## src/rtl/mode_seq.sv

```systemverilog
// Two-level run sequencer: a control FSM runs 1..pas_q passes, each pass a counter sweep 0..lim_q.
// Latency: start cycle to done cycle is (L+5)+(P-1)(L+2); done/aborted are registered pulses.
// No backpressure: start is a request honoured only in IDLE, abort cancels any active run.
module mode_seq #(
  parameter int CNT_W  = 4,
  parameter int PASS_W = 2
) (
  input  logic              clk,
  input  logic              rst_n,
  input  logic              start,
  input  logic              abort,
  input  logic [CNT_W-1:0]  limit,
  input  logic [PASS_W-1:0] passes,
  output logic              busy,
  output logic              done,
  output logic              aborted,
  output logic [CNT_W-1:0]  cnt,
  output logic [PASS_W-1:0] pass_idx
);

  typedef enum logic [1:0] {
    C_IDLE = 2'd0,
    C_RUN  = 2'd1,
    C_LAST = 2'd2
  } ctrl_t;

  typedef enum logic {
    S0 = 1'b0,
    S1 = 1'b1
  } cstate_t;

  ctrl_t              ctrl_q, ctrl_d;
  cstate_t            cst_q, cst_d;
  logic [CNT_W-1:0]   lim_q, lim_d;
  logic [PASS_W-1:0]  pas_q, pas_d;
  logic [PASS_W-1:0]  pidx_q, pidx_d;
  logic [CNT_W-1:0]   cnt_q, cnt_d;
  logic               enter_q;
  logic               done_q, done_d;
  logic               aborted_q, aborted_d;

  logic               exit_w;
  logic               take_abort;
  logic [PASS_W:0]    pidx_inc;

  // Counter has reached the latched limit; limit 0 exits on the first S1 cycle.
  assign exit_w     = (cst_q == S1) && (cnt_q >= lim_q);
  // Abort only matters while a run is active; in IDLE it merely blocks start.
  assign take_abort = abort && (ctrl_q != C_IDLE);
  // One extra bit so pass_idx+1 never wraps when compared with pas_q.
  assign pidx_inc   = {1'b0, pidx_q} + (PASS_W+1)'(1);

  // Control FSM next-state: accept start, advance passes, finish through LAST.
  always_comb begin
    ctrl_d    = ctrl_q;
    lim_d     = lim_q;
    pas_d     = pas_q;
    pidx_d    = pidx_q;
    done_d    = 1'b0;
    aborted_d = 1'b0;
    case (ctrl_q)
      C_IDLE: begin
        if (start && !abort) begin
          ctrl_d = C_RUN;
          lim_d  = limit;
          pas_d  = (passes == '0) ? PASS_W'(1) : passes;
          pidx_d = '0;
        end
      end
      C_RUN: begin
        if (exit_w) begin
          if (pidx_inc < {1'b0, pas_q}) begin
            pidx_d = pidx_inc[PASS_W-1:0];
          end else begin
            ctrl_d = C_LAST;
          end
        end
      end
      C_LAST: begin
        ctrl_d = C_IDLE;
        done_d = 1'b1;
      end
      default: begin
        ctrl_d = C_IDLE;
      end
    endcase
    // Abort wins over exit and over LAST->IDLE, so no done is produced.
    if (take_abort) begin
      ctrl_d    = C_IDLE;
      pidx_d    = '0;
      done_d    = 1'b0;
      aborted_d = 1'b1;
    end
  end

  // Control state register with synchronous active-low reset.
  always_ff @(posedge clk) begin
    if (!rst_n) begin
      ctrl_q    <= C_IDLE;
      lim_q     <= '0;
      pas_q     <= PASS_W'(1);
      pidx_q    <= '0;
      enter_q   <= 1'b0;
      done_q    <= 1'b0;
      aborted_q <= 1'b0;
    end else begin
      ctrl_q    <= ctrl_d;
      lim_q     <= lim_d;
      pas_q     <= pas_d;
      pidx_q    <= pidx_d;
      enter_q   <= (ctrl_q == C_RUN);
      done_q    <= done_d;
      aborted_q <= aborted_d;
    end
  end

  // Counter FSM next-state: arm from S0 when control is running, sweep in S1.
  always_comb begin
    cst_d = cst_q;
    cnt_d = cnt_q;
    case (cst_q)
      S0: begin
        cnt_d = '0;
        if (enter_q && (ctrl_q == C_RUN)) begin
          cst_d = S1;
        end
      end
      S1: begin
        if (exit_w) begin
          cst_d = S0;
          cnt_d = '0;
        end else begin
          cnt_d = cnt_q + CNT_W'(1);
        end
      end
      default: begin
        cst_d = S0;
        cnt_d = '0;
      end
    endcase
    if (take_abort) begin
      cst_d = S0;
      cnt_d = '0;
    end
  end

  // Counter state register with synchronous active-low reset.
  always_ff @(posedge clk) begin
    if (!rst_n) begin
      cst_q <= S0;
      cnt_q <= '0;
    end else begin
      cst_q <= cst_d;
      cnt_q <= cnt_d;
    end
  end

  assign busy     = (ctrl_q != C_IDLE);
  assign done     = done_q;
  assign aborted  = aborted_q;
  assign cnt      = cnt_q;
  assign pass_idx = pidx_q;

endmodule
```

## config.mk

```make
export PLATFORM = sky130hd
export DESIGN_NAME = mode_seq
export DESIGN_NICKNAME = d
export VERILOG_FILES = /design/src/rtl/mode_seq.sv
export SDC_FILE = /design/constraint.sdc
export NUM_CORES = 1
export LEC_CHECK = 0
export CORE_MARGIN = 3
export CORE_UTILIZATION = 35
export CTS_CLUSTER_DIAMETER = 200
export DETAILED_ROUTE_END_ITERATION = 10
export PLACE_DENSITY_LB_ADDON = 0.3
export SYNTH_ARGS = -nofsm -noshare
export SYNTH_HDL_FRONTEND = slang
export SYNTH_SLANG_ARGS = --single-unit
```

## constraint.sdc

```tcl
create_clock -name clk -period 1.62 [get_ports clk]
set_clock_uncertainty 0.05 [all_clocks]
set_input_delay 0.162 -clock clk [delete_from_list [all_inputs] [get_ports clk]]
set_output_delay 0.162 -clock clk [all_outputs]
set_load 0.005 [all_outputs]
```

==> results.sh <==
export IMPL_run_status="finished, violations left"
export IMPL_violations="setup timing"
export IMPL_chipWidth_um=55.9
export IMPL_critPathLaunchType="register"
export IMPL_initialDrtViolationCount=3
export IMPL_cp_required_ns=1.81
export IMPL_finish_instance_area_sq_mm=0.00127
export IMPL_cts_hold_buffers_added=0
export IMPL_hold_class="input port to register"
export IMPL_post_synth_top_count_cell="sky130_fd_sc_hd__dfxtp_1"
export IMPL_hold_path_depth=3
export IMPL_post_synth_instance_area_sq_um=871
export IMPL_layout_area_overhead_vs_synth_pct=45.5
export IMPL_multi_input_comb_area_sq_um=547
export IMPL_crit_reg_reg_startpoint="pass_idx[0]"
export IMPL_synth_nets=103
export IMPL_detailedRoute_firstPassIterationCount=4
export IMPL_timing_final_crit_share_pct=102
export IMPL_layout_drive_gt1_share_pct=30.2
export IMPL_largest_voltage_drop_on_the_vdd_net_mv=0.479
export IMPL_numPlacedInstances=138
export IMPL_ctsHtreeMaxLevel=1
export IMPL_tritoncts_clock_tree="built"
export IMPL_detail_route_antenna_nets=0
export IMPL_synth_edff_count=0
export IMPL_fin_crit_ns=1.65
export IMPL_nets=134
export IMPL_maxSlewViolCount=0
export IMPL_syn_avg_cell_area_sq_um=10.1
export IMPL_post_place_ws_ns=-0.0604
export IMPL_hold_viol=0
export IMPL_critical_path_arrival_ns=1.84
export IMPL_clk_root_buffer_cell="sky130_fd_sc_hd__clkbuf_4"
export IMPL_power_static_leakage_nw=0.499
export IMPL_portBuffers=18
export IMPL_max_freq_ghz=0.605
export IMPL_synth_area_top_cells="sky130_fd_sc_hd__dfxtp_1 41%, sky130_fd_sc_hd__ha_1 8.6%, sky130_fd_sc_hd__mux2i_1 8.0%, sky130_fd_sc_hd__nor2b_1 3.6%, sky130_fd_sc_hd__inv_1 3.0%"
export IMPL_critical_path_class="register to register"
export IMPL_grt_first_pass_wirelength_mm=2.75
export IMPL_final_util_pct=55.7
export IMPL_setup_viol=3
export IMPL_setup_worst_path_start="pass_idx[0]"
export IMPL_syn_warnings=0
export IMPL_path_max_fanout=2
export IMPL_finalWirelength_mm=1.78
export IMPL_nFillCells=210
export IMPL_postSynth_asyncResetShare_pct=0
export IMPL_critical_path_endpoint="pass_idx[1]"
export IMPL_clock_tree_buffer_depth=2
export IMPL_final_setup_tns_ns=-0.0663
export IMPL_n_antenna_cell=0
export IMPL_wl_per_cell_um=12.3
export IMPL_cap_violations=0
export IMPL_floorplan_die_height_um=55.9
export IMPL_worstMarginPinSlew_ns=0.374
export IMPL_drt_vias_per_instance=4.89
export IMPL_cts_buffers_inserted=3
export IMPL_cp_end_kind="register"
export IMPL_initial_core_util_pct=38.3
export IMPL_cell_accounting_for_the_most_synthesized_area="sky130_fd_sc_hd__dfxtp_1"
export IMPL_synth_lib_cells_used_distinct=34
export IMPL_synth_commonest_cells="18 x sky130_fd_sc_hd__dfxtp_1, 7 x sky130_fd_sc_hd__inv_1, 7 x sky130_fd_sc_hd__mux2i_1, 6 x sky130_fd_sc_hd__ha_1"
export IMPL_gr_total_overflow=0
export IMPL_worstReg2RegEnd="pass_idx[1]"
export IMPL_layoutNonFillerInstCount=144
export IMPL_dominantRegCellSynth="sky130_fd_sc_hd__dfxtp_1"
export IMPL_placed_inst_area_sq_mm=0.00116
export IMPL_dp_hpwl_mm=1.33
export IMPL_route_vias_total=704
export IMPL_pwr_cell_area_mw_per_mm2=688
export IMPL_regToRegSetupSlack_ns=-0.03
export IMPL_yosysTopAreaCellShare_pct=41.4
export IMPL_grt_use_total_pct=11.4
export IMPL_gp_routability_congestion=0.751
export IMPL_worst_r2r_cell_count=4
export IMPL_timing_slew_headroom_pct=74.9
export IMPL_drt_drc_violations_left=0
export IMPL_placementRows=17
export IMPL_gate_count_of_the_mapped_netlist=86
export IMPL_seq_area_sq_um=368
export IMPL_clkSlewWorstSetupHoldPaths_ns=0.11
export IMPL_share_of_the_yosys_chip_area_belonging_to_registers_pct=41.4
export IMPL_worstSkewPairLatency_ns=0.30
export IMPL_num_io_pins=19
export IMPL_clkSinkCount=18
export IMPL_vias_in_the_first_global_route=679
export IMPL_antenna_found_initial=0
export IMPL_synth_seq_cells=18
export IMPL_core_area_sq_mm=0.00228
export IMPL_grt_max_degree=11
export IMPL_unrepaired_setup_endpoints_after_global_routing="yes"
export IMPL_postLayoutSetupSlackWorst_ns=-0.0317
export IMPL_fp_dieArea_sq_mm=0.00312
final cells by class:
type	count	share of cell area (%)
inverters	7	2.07
flip-flops and latches	18	29.0
repair buffers	28	20.1
multi-input cells	59	43.1
well taps	28	2.76
clock buffers	4	2.86
cells by family after synthesis:
kind of cell,count (synthesis),synth area share [%]
XOR/XNOR,2,2.01
AO/OA/AOI/OAI,10,8.77
buffers and inverters,9,4.74
AND/OR/NAND/NOR,33,24.1
adder cells (fa/ha/maj),7,10.9
multiplexers,7,8.05
flip-flops,18,41.4
sequential cells by signal (all words and copies together) (netlist names):
register and count:
aborted 1, cnt 4, cst_q 1, ctrl_q 2, done 1, enter_q 1
lim_q 4, pas_q 2, pass_idx 2
report_power, final:
group	total [W]	switching (W)	internal, W
Combinational	0.000125	0.0000536	0.0000718
Clock	0.000285	0.000147	0.000137
Sequential	0.000462	0.00000657	0.000455
Total	0.000872	0.000208	0.000664
stage by stage:
stage	power, W	hold WS [ns]
after global routing	0.000903	0.427
after detailed placement	0.000583	0.418
after CTS	0.000878	0.402
final	0.000872	0.407
after floorplan	0.000537	0.171
after global placement	0.000581	0.407
timing repair:
item,in CTS,in global routing
gates resized for setup,6,7
pin swaps,4,7
setup endpoints to repair,7,9
buffers inserted,2,0
metal layers:
metal / routed length (um) / GRT usage [%]
met1: 781 / 12.4
met2: 881 / 19.8
met3: 66 / 2.09
met4: 46 / 8.14
met5: 0 / 0
worst min path at each step:
stage	startpoint	endpoint	slack, ns
after global routing	abort	aborted	0.43
after detailed placement	enter_q	cst_q	0.42
after floorplan	rst_n	pas_q[0]	0.17
after CTS	limit[0]	lim_q[0]	0.40
final	limit[0]	lim_q[0]	0.41
after global placement	enter_q	cst_q	0.41
worst max-delay path, cell delays in order, from the launching register on:
cell and delay, ns:
sky130_fd_sc_hd__dfxtp_2 0.35, sky130_fd_sc_hd__fa_1 0.50, sky130_fd_sc_hd__a311o_1 0.32, sky130_fd_sc_hd__nor3_4 0.18
sky130_fd_sc_hd__mux2i_1 0.20
cells in the final DEF, fill, tap and decap left out, types with 2 or more instances in the layout:
master,instances
sky130_fd_sc_hd__buf_4,10
sky130_fd_sc_hd__nand2_1,3
sky130_fd_sc_hd__and3_1,2
sky130_fd_sc_hd__o21ai_2,2
sky130_fd_sc_hd__clkbuf_4,3
sky130_fd_sc_hd__mux2i_1,7
sky130_fd_sc_hd__nand3_1,4
sky130_fd_sc_hd__clkdlybuf4s50_1,18
sky130_fd_sc_hd__ha_1,4
sky130_fd_sc_hd__dfxtp_2,6
sky130_fd_sc_hd__nand3b_1,3
sky130_fd_sc_hd__nor2_1,4
sky130_fd_sc_hd__dfxtp_1,12
sky130_fd_sc_hd__nor2b_1,5
sky130_fd_sc_hd__inv_2,2
sky130_fd_sc_hd__inv_1,5
sky130_fd_sc_hd__and2_1,2
sky130_fd_sc_hd__ha_4,2
No activity file was read; power rests on OpenSTA's default activity.
